===== src/rtl/neuron_array_if.sv =====
// Stream bundle for neuron_array: broadcast activation/weight/bias input beats on one
// valid/ready pair and per-lane result vectors on the other.
interface neuron_array_if #(
  parameter int unsigned NUM_LANES = 4,
  parameter int unsigned DATA_W    = 16
);
  logic                          in_valid;
  logic                          in_ready;
  logic [DATA_W-1:0]             data_in;
  logic [NUM_LANES*DATA_W-1:0]   weight_in;
  logic [NUM_LANES*DATA_W-1:0]   bias_in;
  logic                          out_valid;
  logic                          out_ready;
  logic [NUM_LANES*DATA_W-1:0]   data_out;
  logic [NUM_LANES-1:0]          sat_flag;

  modport master (
    output in_valid, data_in, weight_in, bias_in, out_ready,
    input  in_ready, out_valid, data_out, sat_flag
  );

  modport slave (
    input  in_valid, data_in, weight_in, bias_in, out_ready,
    output in_ready, out_valid, data_out, sat_flag
  );
endinterface


===== src/rtl/neuron_array.sv =====
// Multi-lane fully-connected neuron stage: NUM_INPUTS-beat MAC per lane, then bias, round,
// selectable activation and saturation into a back-pressurable output register.
module neuron_array #(
  parameter int unsigned NUM_LANES  = 4,
  parameter int unsigned DATA_W     = 16,
  parameter int unsigned FRAC_BITS  = 15,
  parameter int unsigned NUM_INPUTS = 784,
  parameter int unsigned ACC_W      = 48
) (
  input  logic                i_clk,
  input  logic                i_rst_n,
  input  logic                i_flush,
  input  logic [1:0]          i_act_mode,
  neuron_array_if.slave       bus
);
  localparam int unsigned CNT_W = (NUM_INPUTS > 1) ? $clog2(NUM_INPUTS) : 1;
  localparam logic [CNT_W-1:0] LastCnt = CNT_W'(NUM_INPUTS - 1);
  localparam logic [ACC_W-1:0] RoundHalf = ACC_W'(1) << (FRAC_BITS - 1);
  localparam logic signed [ACC_W-1:0] MaxVal =
    {{(ACC_W-DATA_W+1){1'b0}}, {(DATA_W-1){1'b1}}};
  localparam logic signed [ACC_W-1:0] MinVal =
    {{(ACC_W-DATA_W+1){1'b1}}, {(DATA_W-1){1'b0}}};

  logic [CNT_W-1:0]              r_cnt;
  logic [1:0]                    r_mode;
  logic                          r_valid;
  logic [NUM_LANES*DATA_W-1:0]   r_data;
  logic [NUM_LANES-1:0]          r_sat;

  logic                          w_last;
  logic                          w_in_ready;
  logic                          w_accept;
  logic [1:0]                    w_mode;
  logic [NUM_LANES*DATA_W-1:0]   w_res;
  logic [NUM_LANES-1:0]          w_sat;
  logic signed [DATA_W-1:0]      w_din;

  assign w_last     = (r_cnt == LastCnt);
  assign w_in_ready = !i_flush && !(w_last && r_valid && !bus.out_ready);
  assign w_accept   = bus.in_valid && w_in_ready;
  // The first beat's mode applies to its own vector, including the single-beat case.
  assign w_mode     = (r_cnt == '0) ? i_act_mode : r_mode;
  assign w_din      = $signed(bus.data_in);

  for (genvar k = 0; k < NUM_LANES; k++) begin : g_lane
    logic signed [DATA_W-1:0]   w_wgt;
    logic signed [DATA_W-1:0]   w_bias;
    logic signed [2*DATA_W-1:0] w_prod;
    logic signed [ACC_W-1:0]    w_prod_x;
    logic signed [ACC_W-1:0]    w_bias_x;
    logic signed [ACC_W-1:0]    w_sum;
    logic signed [ACC_W-1:0]    w_r;
    logic signed [ACC_W-1:0]    w_a;
    logic signed [ACC_W-1:0]    r_acc;

    assign w_wgt    = $signed(bus.weight_in[k*DATA_W +: DATA_W]);
    assign w_bias   = $signed(bus.bias_in[k*DATA_W +: DATA_W]);
    assign w_prod   = w_din * w_wgt;
    assign w_prod_x = {{(ACC_W-2*DATA_W){w_prod[2*DATA_W-1]}}, w_prod};
    assign w_bias_x = {{(ACC_W-DATA_W-FRAC_BITS){w_bias[DATA_W-1]}}, w_bias,
                       {FRAC_BITS{1'b0}}};
    assign w_sum    = r_acc + w_prod_x + w_bias_x + RoundHalf;
    assign w_r      = w_sum >>> FRAC_BITS;

    always_comb begin
      w_a = w_r;
      case (w_mode)
        2'd1:    w_a = w_r[ACC_W-1] ? '0 : w_r;
        2'd2:    w_a = w_r[ACC_W-1] ? (w_r >>> 3) : w_r;
        default: w_a = w_r;
      endcase
    end

    assign w_sat[k] = (w_a > MaxVal) || (w_a < MinVal);
    assign w_res[k*DATA_W +: DATA_W] = (w_a > MaxVal) ? MaxVal[DATA_W-1:0] :
                                       (w_a < MinVal) ? MinVal[DATA_W-1:0] :
                                       w_a[DATA_W-1:0];

    always_ff @(posedge i_clk) begin
      if (!i_rst_n) begin
        r_acc <= '0;
      end else if (i_flush) begin
        r_acc <= '0;
      end else if (w_accept) begin
        r_acc <= w_last ? '0 : (r_acc + w_prod_x);
      end
    end
  end

  always_ff @(posedge i_clk) begin
    if (!i_rst_n) begin
      r_cnt   <= '0;
      r_mode  <= 2'd0;
      r_valid <= 1'b0;
      r_data  <= '0;
      r_sat   <= '0;
    end else begin
      if (i_flush) begin
        r_cnt <= '0;
      end else if (w_accept) begin
        r_cnt <= w_last ? '0 : (r_cnt + CNT_W'(1));
        if (r_cnt == '0) r_mode <= i_act_mode;
      end
      // A new result loading on the accept edge keeps out_valid high.
      if (w_accept && w_last) begin
        r_valid <= 1'b1;
        r_data  <= w_res;
        r_sat   <= w_sat;
      end else if (bus.out_ready) begin
        r_valid <= 1'b0;
      end
    end
  end

  assign bus.in_ready  = w_in_ready;
  assign bus.out_valid = r_valid;
  assign bus.data_out  = r_data;
  assign bus.sat_flag  = r_sat;
endmodule


===== src/flat_wrapper.sv =====
// flat-port wrapper written by rule: the top's interface ports become plain ports
module neuron_array_flat 
#(
  parameter int unsigned NUM_LANES  = 4,
  parameter int unsigned DATA_W     = 16,
  parameter int unsigned FRAC_BITS  = 15,
  parameter int unsigned NUM_INPUTS = 784,
  parameter int unsigned ACC_W      = 48
)
  (i_clk, i_rst_n, i_flush, i_act_mode, bus_in_valid, bus_data_in, bus_weight_in, bus_bias_in, bus_out_ready, bus_in_ready, bus_out_valid, bus_data_out, bus_sat_flag);
  neuron_array_if #(.NUM_LANES(NUM_LANES), .DATA_W(DATA_W)) bus_i ();
  input  logic i_clk;
  input  logic i_rst_n;
  input  logic i_flush;
  input  logic [1:0] i_act_mode;
  input wire logic [$bits(bus_i.in_valid)-1:0] bus_in_valid;
  input wire logic [$bits(bus_i.data_in)-1:0] bus_data_in;
  input wire logic [$bits(bus_i.weight_in)-1:0] bus_weight_in;
  input wire logic [$bits(bus_i.bias_in)-1:0] bus_bias_in;
  input wire logic [$bits(bus_i.out_ready)-1:0] bus_out_ready;
  output wire logic [$bits(bus_i.in_ready)-1:0] bus_in_ready;
  output wire logic [$bits(bus_i.out_valid)-1:0] bus_out_valid;
  output wire logic [$bits(bus_i.data_out)-1:0] bus_data_out;
  output wire logic [$bits(bus_i.sat_flag)-1:0] bus_sat_flag;
  assign bus_i.in_valid = bus_in_valid;
  assign bus_i.data_in = bus_data_in;
  assign bus_i.weight_in = bus_weight_in;
  assign bus_i.bias_in = bus_bias_in;
  assign bus_i.out_ready = bus_out_ready;
  assign bus_in_ready = bus_i.in_ready;
  assign bus_out_valid = bus_i.out_valid;
  assign bus_data_out = bus_i.data_out;
  assign bus_sat_flag = bus_i.sat_flag;
  neuron_array #(.NUM_LANES(NUM_LANES), .DATA_W(DATA_W), .FRAC_BITS(FRAC_BITS), .NUM_INPUTS(NUM_INPUTS), .ACC_W(ACC_W)) u_core (.i_clk(i_clk), .i_rst_n(i_rst_n), .i_flush(i_flush), .i_act_mode(i_act_mode), .bus(bus_i));
endmodule

===== config.mk =====
export PLATFORM = sky130hd
export DESIGN_NAME = neuron_array_flat
export DESIGN_NICKNAME = d
export VERILOG_FILES = /design/src/rtl/neuron_array_if.sv /design/src/rtl/neuron_array.sv /design/src/flat_wrapper.sv
export SDC_FILE = /design/constraint.sdc
export NUM_CORES = 2
export LEC_CHECK = 0
export CAP_MARGIN = 10
export CORE_ASPECT_RATIO = 0.75
export CORE_MARGIN = 2
export CORE_UTILIZATION = 50
export CTS_CLUSTER_SIZE = 14
export DETAILED_ROUTE_END_ITERATION = 8
export PLACE_DENSITY = 0.71
export SYNTH_ARGS = -nofsm -noshare
export SYNTH_HDL_FRONTEND = slang
export SYNTH_SLANG_ARGS = --single-unit

===== constraint.sdc =====
create_clock -name i_clk -period 13.9 [get_ports i_clk]
set_input_delay 1.39 -clock i_clk [delete_from_list [all_inputs] [get_ports i_clk]]
set_output_delay 1.39 -clock i_clk [all_outputs]
set_load 0.03 [all_outputs]

==> qor.txt <==
total CTS buffers = 36
Post-Place Setup Slack = -369 ps
final hold vios = 0
synth warn = 0
most frequent cell on the critical path = fa_1
core occupancy in the finished layout = 56.6%
DIE WIDTH = 421 um
DPL Wire Length = 147000 um
largest family of logic cells by synthesized area = adder cells
Initial Utilization = 50.5%
Hold Slack = 452 ps
CTS max path bufs = 3
Initial DRC Count = 3864
DRC = 0
crit end category = flip-flop
H-tree depth = 2
mux share of post-synthesis cell area = 0.109%
crit share post-route = 96.4%
cell area after layout = 73000 um^2
worst skew pair latency = 610 ps
clk sinks = 273
first-pass GRT wire length = 289000 um
DR vias/cell = 5.54
number of distinct library cells after synthesis = 109
most frequent cells after synthesis = inv_1, fa_1, nand2_1
leading area contributor after synthesis = fa_1
Ports = 221
clock slew at reported path FFs = 70 ps
Fmax achieved = 74.7 MHz
Setup CP Type = in2reg
#FFs+latches synth = 273
FILL cells = 11400
status = complete, no violations
CP peak stage delay = 720 ps
mean area per synthesized cell = 8.54 um^2
worst hold path class = reg2reg
clk root buf = clkbuf_16
synth top area cells = fa_1, ha_1, dfxtp_1
gp weighted congestion = 0.919
ys flop type = dfxtp_1
Die Area = 133000 um^2
adder-cell share of the synthesized area = 45.1%
post-detailed-route wirelength per cell = 18.3 um
Die Y = 317 um
CP Max Fanout = 15
WP data required = 14420 ps
Congestion Overflow GR = 0
core area = 129000 um^2
First-pass DRT Iterations = 6
slew margin rel. = 13.2%
Startpoint Class = input port
Placement Cell Area = 71500 um^2
share of cells above drive strength 1 = 7.18%
Slew Viols, Final = 0
fraction of registers with async set/reset = 0%
Tot GR Track Use = 26.7%
final WL = 178000 um
CTS tree = yes
Post-synth EDFFs = 0
simple-gate share of the synthesized area = 16.0%
Mapped Cells = 7634
xor and xnor area share after synthesis = 6.02%
Layout area overhead = 12.1%
Final #Nets = 9837
initial antenna violation count = 15
post-synthesis net count = 9499
register area share after synthesis = 8.38%
via count = 54000
Max Cap Viol = 0
pin count of the biggest net entering global routing = 95
compound-cell area share of the yosys netlist = 15.3%
Slowest cell on crit path = clkdlybuf4s50_1
Synth top area share = 32.4%
actual transition at the worst max-transition pin = 1300 ps
RSZ-0062 raised after global routing = yes
arrival time at the worst endpoint = 13920 ps
antenna viol nets, final = 0
Final Critical Period = 13390 ps
cell with the most instances after synthesis = inv_1
Cell Area, Synth = 65200 um^2
final setup fails = 0
Rows = 114
port buffer count = 220
vias in the first global route = 54500
Setup WS post-layout = 505 ps
clk_skew = 41.8 ps
==> logic make-up (layout without fill, tap and decap cells) <==
family / Yosys count / count (layout)
xor gates and xnor gates: 440 / 441
other: 0 / 9
DFF: 273 / 273
buffers and inverters: 1573 / 1936
adders and majority gates: 1714 / 1714
muxes: 7 / 7
AOI/OAI and AO/OA: 1475 / 1476
and+or+nand+nor: 2152 / 2152
==> through the flow <==
step | std cells | TNS, ps
2_1_floorplan | 7634 | 0
3_3_place_gp | 9669 | -1990
3_5_place_dp | 9669 | -8810
4_1_cts | 9734 | 0
5_1_grt | 9746 | -642
6_report | 9748 | 0
==> cells in the final DEF, fill, tap and decap left out, drive strengths merged, types with 51 or more instances in the layout <==
cell type,synthesis,final
a211oi,56,56
a21o,175,175
a21oi,393,393
a22oi,171,171
and2,509,509
buf,26,381
clkdlybuf4s50,0,197
dfxtp,273,273
fa,1056,1056
ha,658,658
inv,1282,1288
nand2,738,738
nand2b,75,75
nand3,90,90
nor2,451,451
nor2b,51,51
nor3,66,66
o21a,58,58
o21ai,217,217
o21bai,80,80
xnor2,320,320
xor2,117,118
==> routing by layer <==
metal | track usage (%) | vias to the layer above | wire length [um]
met5 | 0 | - | 32
met4 | 7.10 | 6 | 4850
met3 | 3.52 | 223 | 11600
met2 | 43.6 | 1608 | 82500
met1 | 37.4 | 26700 | 79400
li1 | - | 25400 | -
==> state kept, by name (all words and copies together) (netlist names) <==
name and count:
u_core.bus.data_out 64, u_core.bus.out_valid 1, u_core.bus.sat_flag 4, u_core.g_lane.r_acc 192
u_core.r_cnt 10, u_core.r_mode 2
==> timing repair <==
action / in CTS / in global routing
hold endpoints to repair: 0 / 0
setup endpoints to repair: 0 / 63
hold buffers: 0 / 0
resized for setup: 0 / 73
setup buffers: 0 / 3
==> final timing paths <==
| kind | start | to | slack, ps | cells past startpoint |
|---|---|---|---|---|
| worst max register to register | u_core.g_lane[0].r_acc[0]$_SDFFE_PP0P_ | u_core.bus.data_out[11]$_SDFFE_PN0P_ | 5600 | 38 |
| worst min register to register | u_core.bus.data_out[27]$_SDFFE_PN0P_ | u_core.bus.data_out[27]$_SDFFE_PN0P_ | 450 | 2 |
| worst min-delay path | u_core.bus.data_out[27]$_SDFFE_PN0P_ | u_core.bus.data_out[27]$_SDFFE_PN0P_ | 450 | 2 |
| worst max-delay path | bus_weight_in[59] | u_core.bus.data_out[62]$_SDFFE_PN0P_ | 510 | 51 |
==> area by class of cell <==
| cell class | count | area (um^2) | share of cell area, % |
|---|---|---|---|
| Sequential cell | 273 | 5470 | 7.48 |
| Multi-Input combinational cell | 5790 | 54100 | 74.1 |
| Antenna cell | 9 | 22.5 | 0.0308 |
| Inverter | 1283 | 4820 | 6.59 |
| Clock buffer | 46 | 998 | 1.37 |
| Tap cell | 1740 | 2180 | 2.98 |
| Timing Repair Buffer | 588 | 5240 | 7.17 |
| Clock inverter | 19 | 223 | 0.305 |
==> critical path, delay by kind of cell <==
| family | cells | cell delay, ps |
|---|---|---|
| fa+ha+maj | 9 | 3910 |
| compound gates | 19 | 3720 |
| simple gates | 11 | 2160 |
| buf+inv | 7 | 1460 |
| xor+xnor | 4 | 900 |
| mux | 1 | 370 |
Power is left out: the tool's default activity adds up to more than one toggle a clock period on the data nets, which glitch-free logic cannot reach.
